**config.mk**
```make
export PLATFORM = sky130hd
export DESIGN_NAME = instr_prefetch
export DESIGN_NICKNAME = d
export VERILOG_FILES = /design/src/rtl/instr_prefetch.sv
export SDC_FILE = /design/constraint.sdc
export NUM_CORES = 1
export LEC_CHECK = 0
export CORE_MARGIN = 5
export CORE_UTILIZATION = 45
export DETAILED_ROUTE_END_ITERATION = 7
export DONT_BUFFER_PORTS = 1
export GPL_ROUTABILITY_DRIVEN = 1
export PLACE_DENSITY = 0.61
export SYNTH_ARGS = -nofsm -noshare
export SYNTH_HDL_FRONTEND = slang
export SYNTH_SLANG_ARGS = --single-unit
```
**constraint.sdc**
```tcl
create_clock -name clk -period 3.45 [get_ports clk]
set_input_delay 0.345 -clock clk [delete_from_list [all_inputs] [get_ports clk]]
set_output_delay 0.345 -clock clk [all_outputs]
set_load 0.02 [all_outputs]
```
**src/rtl/instr_prefetch.sv**
```systemverilog
// Instruction prefetch: reads aligned word pairs from the RAM port and queues {pc, instr}
// entries in a small FIFO toward decode, with branch redirect and port stealing via mem_gnt.
module instr_prefetch #(
  parameter int AW       = 10,
  parameter int DW       = 10,
  parameter int DEPTH    = 4,
  parameter int RESET_PC = 0
) (
  input  logic            clk,
  input  logic            reset,
  input  logic            redirect,
  input  logic [AW-1:0]   redirect_pc,
  input  logic            mem_gnt,
  output logic [AW-1:0]   mem_addr,
  input  logic [2*DW-1:0] mem_rdata,
  output logic            instr_valid,
  output logic [DW-1:0]   instr,
  output logic [AW-1:0]   instr_pc,
  input  logic            instr_ready
);

  localparam int PW = (DEPTH > 1) ? $clog2(DEPTH) : 1;
  localparam int CW = PW + 1;
  localparam int EW = AW + DW;

  logic [EW-1:0] fifo_q [DEPTH];
  logic [EW-1:0] fifo_d [DEPTH];
  logic [PW-1:0] rd_ptr_q, rd_ptr_d;
  logic [PW-1:0] wr_ptr_q, wr_ptr_d;
  logic [CW-1:0] count_q, count_d;
  logic [AW-1:0] fetch_pc_q, fetch_pc_d;

  logic [CW-1:0] free;
  logic          pop;
  logic          push_pair;
  logic          push_one;
  logic [DW-1:0] word_lo;
  logic [DW-1:0] word_hi;
  logic [EW-1:0] head;
  logic          not_empty;

  assign word_lo   = mem_rdata[DW-1:0];
  assign word_hi   = mem_rdata[2*DW-1:DW];
  assign not_empty = (count_q != '0);
  assign head      = fifo_q[rd_ptr_q];

  assign mem_addr    = fetch_pc_q;
  assign instr_valid = not_empty && !redirect;
  assign instr       = not_empty ? head[DW-1:0]     : '0;
  assign instr_pc    = not_empty ? head[EW-1:DW]    : '0;

  // Free space uses the pre-pop count, so a slot freed by a pop is only reusable next cycle.
  assign free      = CW'(DEPTH) - count_q;
  assign pop       = instr_valid && instr_ready;
  assign push_pair = mem_gnt && !redirect && !fetch_pc_q[0] && (free >= CW'(2));
  assign push_one  = mem_gnt && !redirect && !push_pair && (free >= CW'(1));

  always_comb begin
    fifo_d     = fifo_q;
    rd_ptr_d   = rd_ptr_q;
    wr_ptr_d   = wr_ptr_q;
    count_d    = count_q;
    fetch_pc_d = fetch_pc_q;
    if (redirect) begin
      rd_ptr_d   = '0;
      wr_ptr_d   = '0;
      count_d    = '0;
      fetch_pc_d = redirect_pc;
    end else begin
      if (push_pair) begin
        fifo_d[wr_ptr_q]            = {fetch_pc_q, word_lo};
        fifo_d[wr_ptr_q + PW'(1)]   = {fetch_pc_q + AW'(1), word_hi};
        wr_ptr_d                    = wr_ptr_q + PW'(2);
        fetch_pc_d                  = fetch_pc_q + AW'(2);
      end else if (push_one) begin
        // Odd pc takes the high half of the pair; even pc with one free slot takes the low half.
        fifo_d[wr_ptr_q] = {fetch_pc_q, fetch_pc_q[0] ? word_hi : word_lo};
        wr_ptr_d         = wr_ptr_q + PW'(1);
        fetch_pc_d       = fetch_pc_q + AW'(1);
      end
      if (pop) begin
        rd_ptr_d = rd_ptr_q + PW'(1);
      end
      count_d = count_q + (push_pair ? CW'(2) : (push_one ? CW'(1) : CW'(0)))
                        - (pop ? CW'(1) : CW'(0));
    end
  end

  generate
    for (genvar gi = 0; gi < DEPTH; gi++) begin : g_entry
      always_ff @(posedge clk) begin
        if (reset) begin
          fifo_q[gi] <= '0;
        end else begin
          fifo_q[gi] <= fifo_d[gi];
        end
      end
    end
  endgenerate

  always_ff @(posedge clk) begin
    if (reset) begin
      rd_ptr_q   <= '0;
      wr_ptr_q   <= '0;
      count_q    <= '0;
      fetch_pc_q <= AW'(RESET_PC);
    end else begin
      rd_ptr_q   <= rd_ptr_d;
      wr_ptr_q   <= wr_ptr_d;
      count_q    <= count_d;
      fetch_pc_q <= fetch_pc_d;
    end
  end

endmodule
```
Yosys cells after proc, flatten, opt, wreduce, memory -nomap -nowiden
Index checks and enable logic that the tools add are counted.

Register bits: 97. Bits of input ports: 35.

$add $sub $neg: 8. $lt $le $gt $ge: 7. Mux-type cells: 23. Bitwise logic cells: 4. Reduce and logical (&&, ||, !) cells: 17.

Operator list (number): $bwmux W80 (3); $mux W80 (2); $demux W20 S2 (2); $mux W20 (4); $mux W10 (6); $bmux W20 S2 (1); $add A10 B1 Y10 const B (1); $add A10 B2 Y10 const B (1); $ge A3 B3 Y1 const B (3); $logic_and A1 B1 Y1 (9); $not A2 Y3 (3); $lt A3 B1 Y1 const B (2); $mux W2 (3); $reduce_bool A3 Y1 (2); $add A2 B1 Y2 const B (2); $add A3 B2 Y3 (1); $ge A3 B1 Y1 const B (1); $ge A3 B2 Y1 const B (1); $logic_not A1 Y1 (3); $sub A3 B1 Y3 (1); $sub A3 B3 Y3 const A (1); $add A2 B2 Y2 const B (1); $mux W1 (2); $reduce_and A2 Y1 (1); 3 further kinds (3).

Depth between registers and ports, before layout
Gate-level depths: netlist of the first run.

Depth in word-level cells: 11. Mapped depth: 15. Mapped depth without buffers: 14.

Least setup slack after synthesis of the first run
No wires, ideal clock.

Kind: register -> register. Start point: reg count_q[0]. End point: reg count_q[2]. Library setup time: 0.119 ns. Data arrival time: 3.223 ns. Slack: 0.108 ns. Cell stages (with the launch flop): 16. Path buffers: 1. Path through: dfxtp_1 > inv_1 > ha_1 > ha_1 > or3b_4 > a211oi_4 > inv_4 > buf_6 > ha_1 > inv_1 > ha_1 > inv_1 > fa_1 > xnor2_1 > xnor2_1 > nor2_1.

Cells in the longest elaborated chain, start to end: 10. Elaborated cells between the ends (all ways): 15. Classes of those cells: 3 x add/sub; 2 x order compare; 3 x mux; 7 x reduce/logical.

RTL lines: start: declaration (RTL line 30) `logic [CW-1:0] count_q, count_d;`; start signal: assignment (RTL line 110) `count_q <= count_d;`; $sub A3 B3 Y3 (RTL line 53) `assign free = CW'(DEPTH) - count_q;`; $ge A3 B2 Y1 (RTL line 55) `assign push_pair = mem_gnt && !redirect && !fetch_pc_q[0] && (free >= CW'(2));`; $logic_and A1 B1 Y1 (RTL line 55); $logic_not A1 Y1 (RTL line 56) `assign push_one = mem_gnt && !redirect && !push_pair && (free >= CW'(1));`; $logic_and A1 B1 Y1 (2 in series) (RTL line 56); $mux W1 (RTL line 84) `count_d = count_q + (push_pair ? CW'(2) : (push_one ? CW'(1) : CW'(0)))`; $mux W2 (RTL line 84); $add A3 B2 Y3 (RTL line 84); $sub A3 B1 Y3 (*) (RTL line 85) `- (pop ? CW'(1) : CW'(0));`.

Mark *: on every way between the ends. The rest lies on a longest branch, timed or not. A chain may end at the register's enable or synchronous reset.

Worst setup path after layout of the first run
Ends and elaborated chain as after synthesis.

==> out/metrics.cfg, run 1 <==
[status]
run_status=finished, final reports clean

[logic_synthesis]
synth_cells=711
synth_simple_gate_area_share=0.176
synth_xor_area_frac=0.0142
synth_ff_type=sky130_fd_sc_hd__dfxtp_1
synth.net_count=760
post_synth_mux_area_share=0.141
synthAdderAreaFrac=0.0296
synth_compound_gate_area_share=0.256
yosysWarnings=0
synth_area_leaders=sky130_fd_sc_hd__dfxtp_1, sky130_fd_sc_hd__mux4_2, sky130_fd_sc_hd__mux2i_1, sky130_fd_sc_hd__a21oi_1, sky130_fd_sc_hd__nand2_1
post-synth-top-area-fraction=0.315
synth_top_cells_by_count=sky130_fd_sc_hd__dfxtp_1, sky130_fd_sc_hd__nand2_1, sky130_fd_sc_hd__a21oi_1, sky130_fd_sc_hd__clkbuf_1, sky130_fd_sc_hd__nor2_1
largest_family_of_logic_cells_by_synthesized_area=compound AO/OA/AOI/OAI gates
netlist.top_cell.by_area=sky130_fd_sc_hd__dfxtp_1
postSynthRegisterBits=97
number_of_synthesized_flops_with_an_enable_pin=0
synthesis.area_mm2=0.00617
synth_sequential_area_ratio=0.315
synth.most_common_cell=sky130_fd_sc_hd__dfxtp_1
synth_cell_types=73
synthesized_area_per_cell_um2=8.67
synthArstFlopShare=0

[power_and_ir_drop]
switching_power_w=0.00105
total_leakage_power_nw=2.49
clkPwrFrac=0.330
power.density_mw_per_mm2=480
share_seq_of_total_power=0.402
worst_ir_drop_vdd_mv=0.246
comb_power_share=0.268
switching_share=0.332
internal_power_w=0.00212
post-layout-total-power_w=0.00317

[die]
floorplan.io_pins=66
starting_utilization_of_the_core_area=0.462
core-area_mm2=0.0133
floorplan.die_area_mm2=0.0161
placementRows=42
chip_width_um=127
die_h_um=127

[timing]
final_hold_violating_endpoints=0
final_setup_violation_count=0
rsz0062_at_grt=false
finalClockSkew_ns=0.0101
worst-slew-pin-transition_ns=1.11
finalWorstPathRequiredPeriod_ns=3.22
hold_slack_final_ns=0.0558
relSlewSlack=0.257
min_period_over_period=0.933
timing.final.max_slew_violations=0
fmax_mhz=311
final.setup.tns_ns=0
worst_slack_ns=0.233

[worst_setup_path]
reg2reg_depth=14
path_cells=inv_1 > ha_1 > ha_1 > or3b_4 > a211oi_4 > inv_4 > ha_1 > inv_1 > ha_1 > inv_1 > fa_1 > xnor2_1 > xnor2_1 > nor2_1
timing_worst_setup_path_type=reg2reg
cp_max_stage_delay_ns=0.45
cp_max_fo=5
critical_path.most_common_cell=sky130_fd_sc_hd__ha_1
critical_path.slowest_cell=sky130_fd_sc_hd__dfxtp_1
worstSetupPathDepth=14
cp.arrival_ns=3.46
worstPathRequired_ns=3.70
cp-end-kind=flop
cpLargestDelayFamily=adder cells
setup.worst_path.start_class=flop
critical_path_buf_inv_count=4

[place]
finalWeightedCongestion=0.939
place.detailed.hpwl_mm=13.1
port_buffers=0
preCtsSetupSlack_ns=0.224

[cells_and_area]
fin_nets=728
layout-area-overhead-vs-synth_pct=7.06
postLayoutCoreUtil=0.495
layout-drive-gt1-share=0.146
num_antenna_cells=0

[drt]
viasPerCell=6.54
drt.antenna.violating_nets=0
drt-wirelength-per-cell_um=22.7
first_iter_violations=477
final_routed_wirelength_across_all_metal_layers_mm=19.5
drt-pass1-iter-count=5
route.vias.total=5622
drc=0

[global_route]
grt-ovfl-total=0
grt_pass1_wl_mm=30.8
gr-usage-all-layers=0.242
first_global_vias=5528
grt_start_max_net_pins=60
antenna_violations_before_repair=0

[clocking]
cts_max_level=3
cts_hold_repair.buffers=0
cts.repair_timing.setup_buffer_count=0
clk_latency_ns=0.36
clockRootBuffer=sky130_fd_sc_hd__clkbuf_16
tritoncts=built
numCtsBuffers=9
clk_pin_slew_worst_paths_ns=0.07
clock_tree.buffer_depth=2
cts_resized=0
numClockSinks=97

[min_path]
hold_path_class=in2reg
worstHoldPathCells=1

[flow_run]
max_cap_viol_count=0

logic make-up (layout without fill, tap and decap cells):
logic type	Yosys count	in the layout
buffers and inverters	98	71
muxes	61	61
and+or+nand+nor	212	212
DFF	97	97
xor gates and xnor gates	10	10
AOI/OAI and AO/OA	219	219
adders and majority gates	14	14
sequential cells by signal (all words and copies together), names as in the netlist:
| register | cells |
|---|---|
| fifo_q | 80 |
| mem_addr | 10 |
| count_q | 3 |
| rd_ptr_q | 2 |
| wr_ptr_q | 2 |
cells in the final DEF, fill, tap and decap left out, types with 10 or more instances in the layout:
cell,netlist,layout
sky130_fd_sc_hd__a21o_1,26,26
sky130_fd_sc_hd__a21oi_1,51,51
sky130_fd_sc_hd__a221oi_1,11,11
sky130_fd_sc_hd__a31oi_1,12,12
sky130_fd_sc_hd__buf_4,2,31
sky130_fd_sc_hd__dfxtp_1,97,96
sky130_fd_sc_hd__ha_1,13,13
sky130_fd_sc_hd__inv_1,20,20
sky130_fd_sc_hd__mux2i_1,36,36
sky130_fd_sc_hd__mux4_2,20,20
sky130_fd_sc_hd__nand2_1,57,57
sky130_fd_sc_hd__nand3_1,39,39
sky130_fd_sc_hd__nor2_1,45,45
sky130_fd_sc_hd__nor2b_1,30,30
sky130_fd_sc_hd__o21ai_0,18,18
sky130_fd_sc_hd__o221ai_1,18,18
sky130_fd_sc_hd__o2bb2ai_1,10,10
sky130_fd_sc_hd__o31ai_1,11,11
area by class of cell:
class	count	area [µm²]
fill	1277	6750
timing repair buffer	31	233
clock inverter	6	65.1
inverter	24	92.6
clock buffer	10	239
tap	176	220
multi-input combinational	516	3810
sequential	97	1940
through the flow:
step	area, µm²	cells
after floorplan	6170	711
after global placement	6300	844
after detailed placement	6300	844
after CTS	6600	860
after global routing	6600	860
final	6600	860
power by group through the flow:
stage          registers (W)  clock network [W]  logic (W)
6_report             0.00127            0.00104   0.000848
3_3_place_gp         0.00129                  0   0.000822
3_5_place_dp         0.00130                  0   0.000840
2_1_floorplan        0.00127                  0   0.000659
4_1_cts              0.00127            0.00106   0.000843
5_1_grt              0.00128            0.00111   0.000919
final timing paths:
| kind | startpoint | to | slack [ns] |
|---|---|---|---|
| setup / recovery | count_q[0] | count_q[2] | 0.23 |
| hold / removal | reset | fifo_q[64] | 0.06 |
| setup reg to reg | count_q[0] | count_q[2] | 0.23 |
| hold reg to reg | fifo_q[34] | fifo_q[34] | 0.45 |
layer usage:
layer  routed length [µm]  share of wire  GRT usage  vias to the layer above
li1                     -              -          -                     2579
met1                 8310           0.43      0.328                     2753
met2                 9010           0.46      0.373                      258
met3                 1830          0.094     0.0689                       32
met4                  394          0.020     0.0795                        0
met5                    0              0          0                        -
No activity file was read; power rests on OpenSTA's default activity.
==> inputs of run 2 (changes only) <==
Settings changed: CTS_BUF_LIST set to sky130_fd_sc_hd__clkbuf_4.
==> out/metrics.cfg, run 2 (same netlist as run 1, synthesis figures left out) <==
[worst_setup_path]
rr_startpoint=count_q[0]
cp-end-kind=flop
cp_max_fo=5
timing_worst_setup_path_type=reg2reg
worstPathRequired_ns=3.86
cp.arrival_ns=3.64
critPathLaunch=count_q[0]
setup.worst_path.start_class=flop

[die]
starting_utilization_of_the_core_area=0.462
placementRows=42
chip_width_um=127
core-area_mm2=0.0133
floorplan.io_pins=66
floorplan.die_area_mm2=0.0161
die_h_um=127

[timing]
hold_slack_final_ns=0.0112
final.setup.tns_ns=0
finalWorstPathRequiredPeriod_ns=3.23
worst_slack_ns=0.220
rsz0062_at_grt=false
final_hold_violating_endpoints=0
worst-slew-pin-transition_ns=1.12
min_period_over_period=0.936
fmax_mhz=310
finalClockSkew_ns=0.0200
final_setup_violation_count=0
relSlewSlack=0.249
timing.final.max_slew_violations=0

[cells_and_area]
layout_commonest_cell=sky130_fd_sc_hd__dfxtp_1
final_cell_area_mm2=0.00651
fin_nets=734
layout-drive-gt1-share=0.145
layout.filler_cells=1294
largest_register_ff_count=80
most-common-layout-cells=sky130_fd_sc_hd__dfxtp_1, sky130_fd_sc_hd__nand2_1, sky130_fd_sc_hd__a21oi_1
layout-area-overhead-vs-synth_pct=5.64
finalNonFillerCells=867
registers.top_by_ff_count=fifo_q

[power_and_ir_drop]
internal_power_w=0.00176
clkPwrFrac=0.229
worst_ir_drop_vdd_mv=0.231
total_leakage_power_nw=2.45
comb_power_share=0.312
power.density_mw_per_mm2=427
switching_power_w=0.00102
switching_share=0.367
share_seq_of_total_power=0.459

[clocking]
tritoncts=built
clk_latency_ns=0.50
numClockSinks=97
cts_resized=0
clk_pin_slew_worst_paths_ns=0.16
cts.repair_timing.setup_buffer_count=0
clockRootBuffer=sky130_fd_sc_hd__clkbuf_4
numCtsBuffers=9
cts_max_level=3
clock_tree.buffer_depth=2

[global_route]
grt-ovfl-total=0
antenna_violations_before_repair=1
grt_start_max_net_pins=58
grt_pass1_wl_mm=30.9
gr-usage-all-layers=0.243
first_global_vias=5545

[drt]
drt-pass1-iter-count=5
drt.antenna.violating_nets=0
drt-wirelength-per-cell_um=22.7
viasPerCell=6.57
route.vias.total=5698
first_iter_violations=549
final_routed_wirelength_across_all_metal_layers_mm=19.7
drc=0

[place]
place.detailed.hpwl_mm=13.1
finalWeightedCongestion=0.939
preCtsSetupSlack_ns=0.224
numPlacedInstances=844
port_buffers=0
postPlaceCellArea_mm2=0.00630

[min_path]
timing.hold.worst.start=redirect_pc[3]
hold_path_class=in2reg

[status]
run_status=finished, final reports clean

[flow_run]
max_cap_viol_count=0

run 2: changes by cell type in the layout (fill, tap and decap cells not counted):
cell,change
sky130_fd_sc_hd__dlygate4sd3_1,+5
sky130_fd_sc_hd__clkinv_1,+1
sky130_fd_sc_hd__clkbuf_16,-9
sky130_fd_sc_hd__diode_2,+1
sky130_fd_sc_hd__clkbuf_8,-1
sky130_fd_sc_hd__clkbuf_4,+9
sky130_fd_sc_hd__buf_16,+1
run 2: worst max-delay path, cell delays in order, from the launching register on:
cell and delay [ns]:
sky130_fd_sc_hd__dfxtp_1 0.48, sky130_fd_sc_hd__inv_1 0.10, sky130_fd_sc_hd__ha_1 0.21, sky130_fd_sc_hd__ha_1 0.31
sky130_fd_sc_hd__or3b_4 0.41, sky130_fd_sc_hd__a211oi_4 0.31, sky130_fd_sc_hd__inv_4 0.05, sky130_fd_sc_hd__ha_1 0.27
sky130_fd_sc_hd__inv_1 0.06, sky130_fd_sc_hd__ha_1 0.14, sky130_fd_sc_hd__inv_1 0.05, sky130_fd_sc_hd__fa_1 0.37
sky130_fd_sc_hd__xnor2_1 0.20, sky130_fd_sc_hd__xnor2_1 0.13, sky130_fd_sc_hd__nor2_1 0.05
run 2: layout make-up:
| type | count | area [µm²] | area share |
|---|---|---|---|
| Antenna cell | 1 | 2.50 | 0.000384 |
| Clock buffer | 9 | 67.6 | 0.0104 |
| Clock inverter | 7 | 68.8 | 0.0106 |
| Inverter | 24 | 92.6 | 0.0142 |
| Multi-Input combinational cell | 516 | 3810 | 0.585 |
| Sequential cell | 97 | 1940 | 0.298 |
| Tap cell | 176 | 220 | 0.0338 |
| Timing Repair Buffer | 37 | 310 | 0.0476 |
run 2: layer usage:
metal | share of wire | up-vias | GRT usage
li1 | - | 2591 | -
met1 | 0.43 | 2797 | 0.333
met2 | 0.46 | 275 | 0.375
met3 | 0.092 | 35 | 0.0655
met4 | 0.019 | 0 | 0.0808
met5 | 0 | - | 0
run 2: final timing paths:
kind	to	slack (ns)	depth (start not counted)
worst min-delay path	mem_addr[3]	0.01	2
worst max-delay path	count_q[2]	0.22	14
worst min register to register	fifo_q[33]	0.47	2
worst max register to register	count_q[2]	0.22	14
run 2: repair_timing:
item,4_1_cts,5_1_grt
hold buffers,6,0
setup endpoints to repair,0,0
hold endpoints to repair,58,0
run 2: stage by stage:
step	total power, W	utilization
2_1_floorplan	0.00193	-
3_5_place_dp	0.00214	0.472
4_1_cts	0.00279	0.488
3_3_place_gp	0.00212	0.472
6_report	0.00278	0.488
5_1_grt	0.00292	0.488
run 2: power by group through the flow:
stage	Combinational, W	Clock (W)	Sequential (W)
finish	0.000868	0.000637	0.00127
global route	0.000940	0.000696	0.00128
CTS	0.000862	0.000651	0.00127
detailed placement	0.000840	0	0.00130
global placement	0.000822	0	0.00129
floorplan	0.000659	0	0.00127
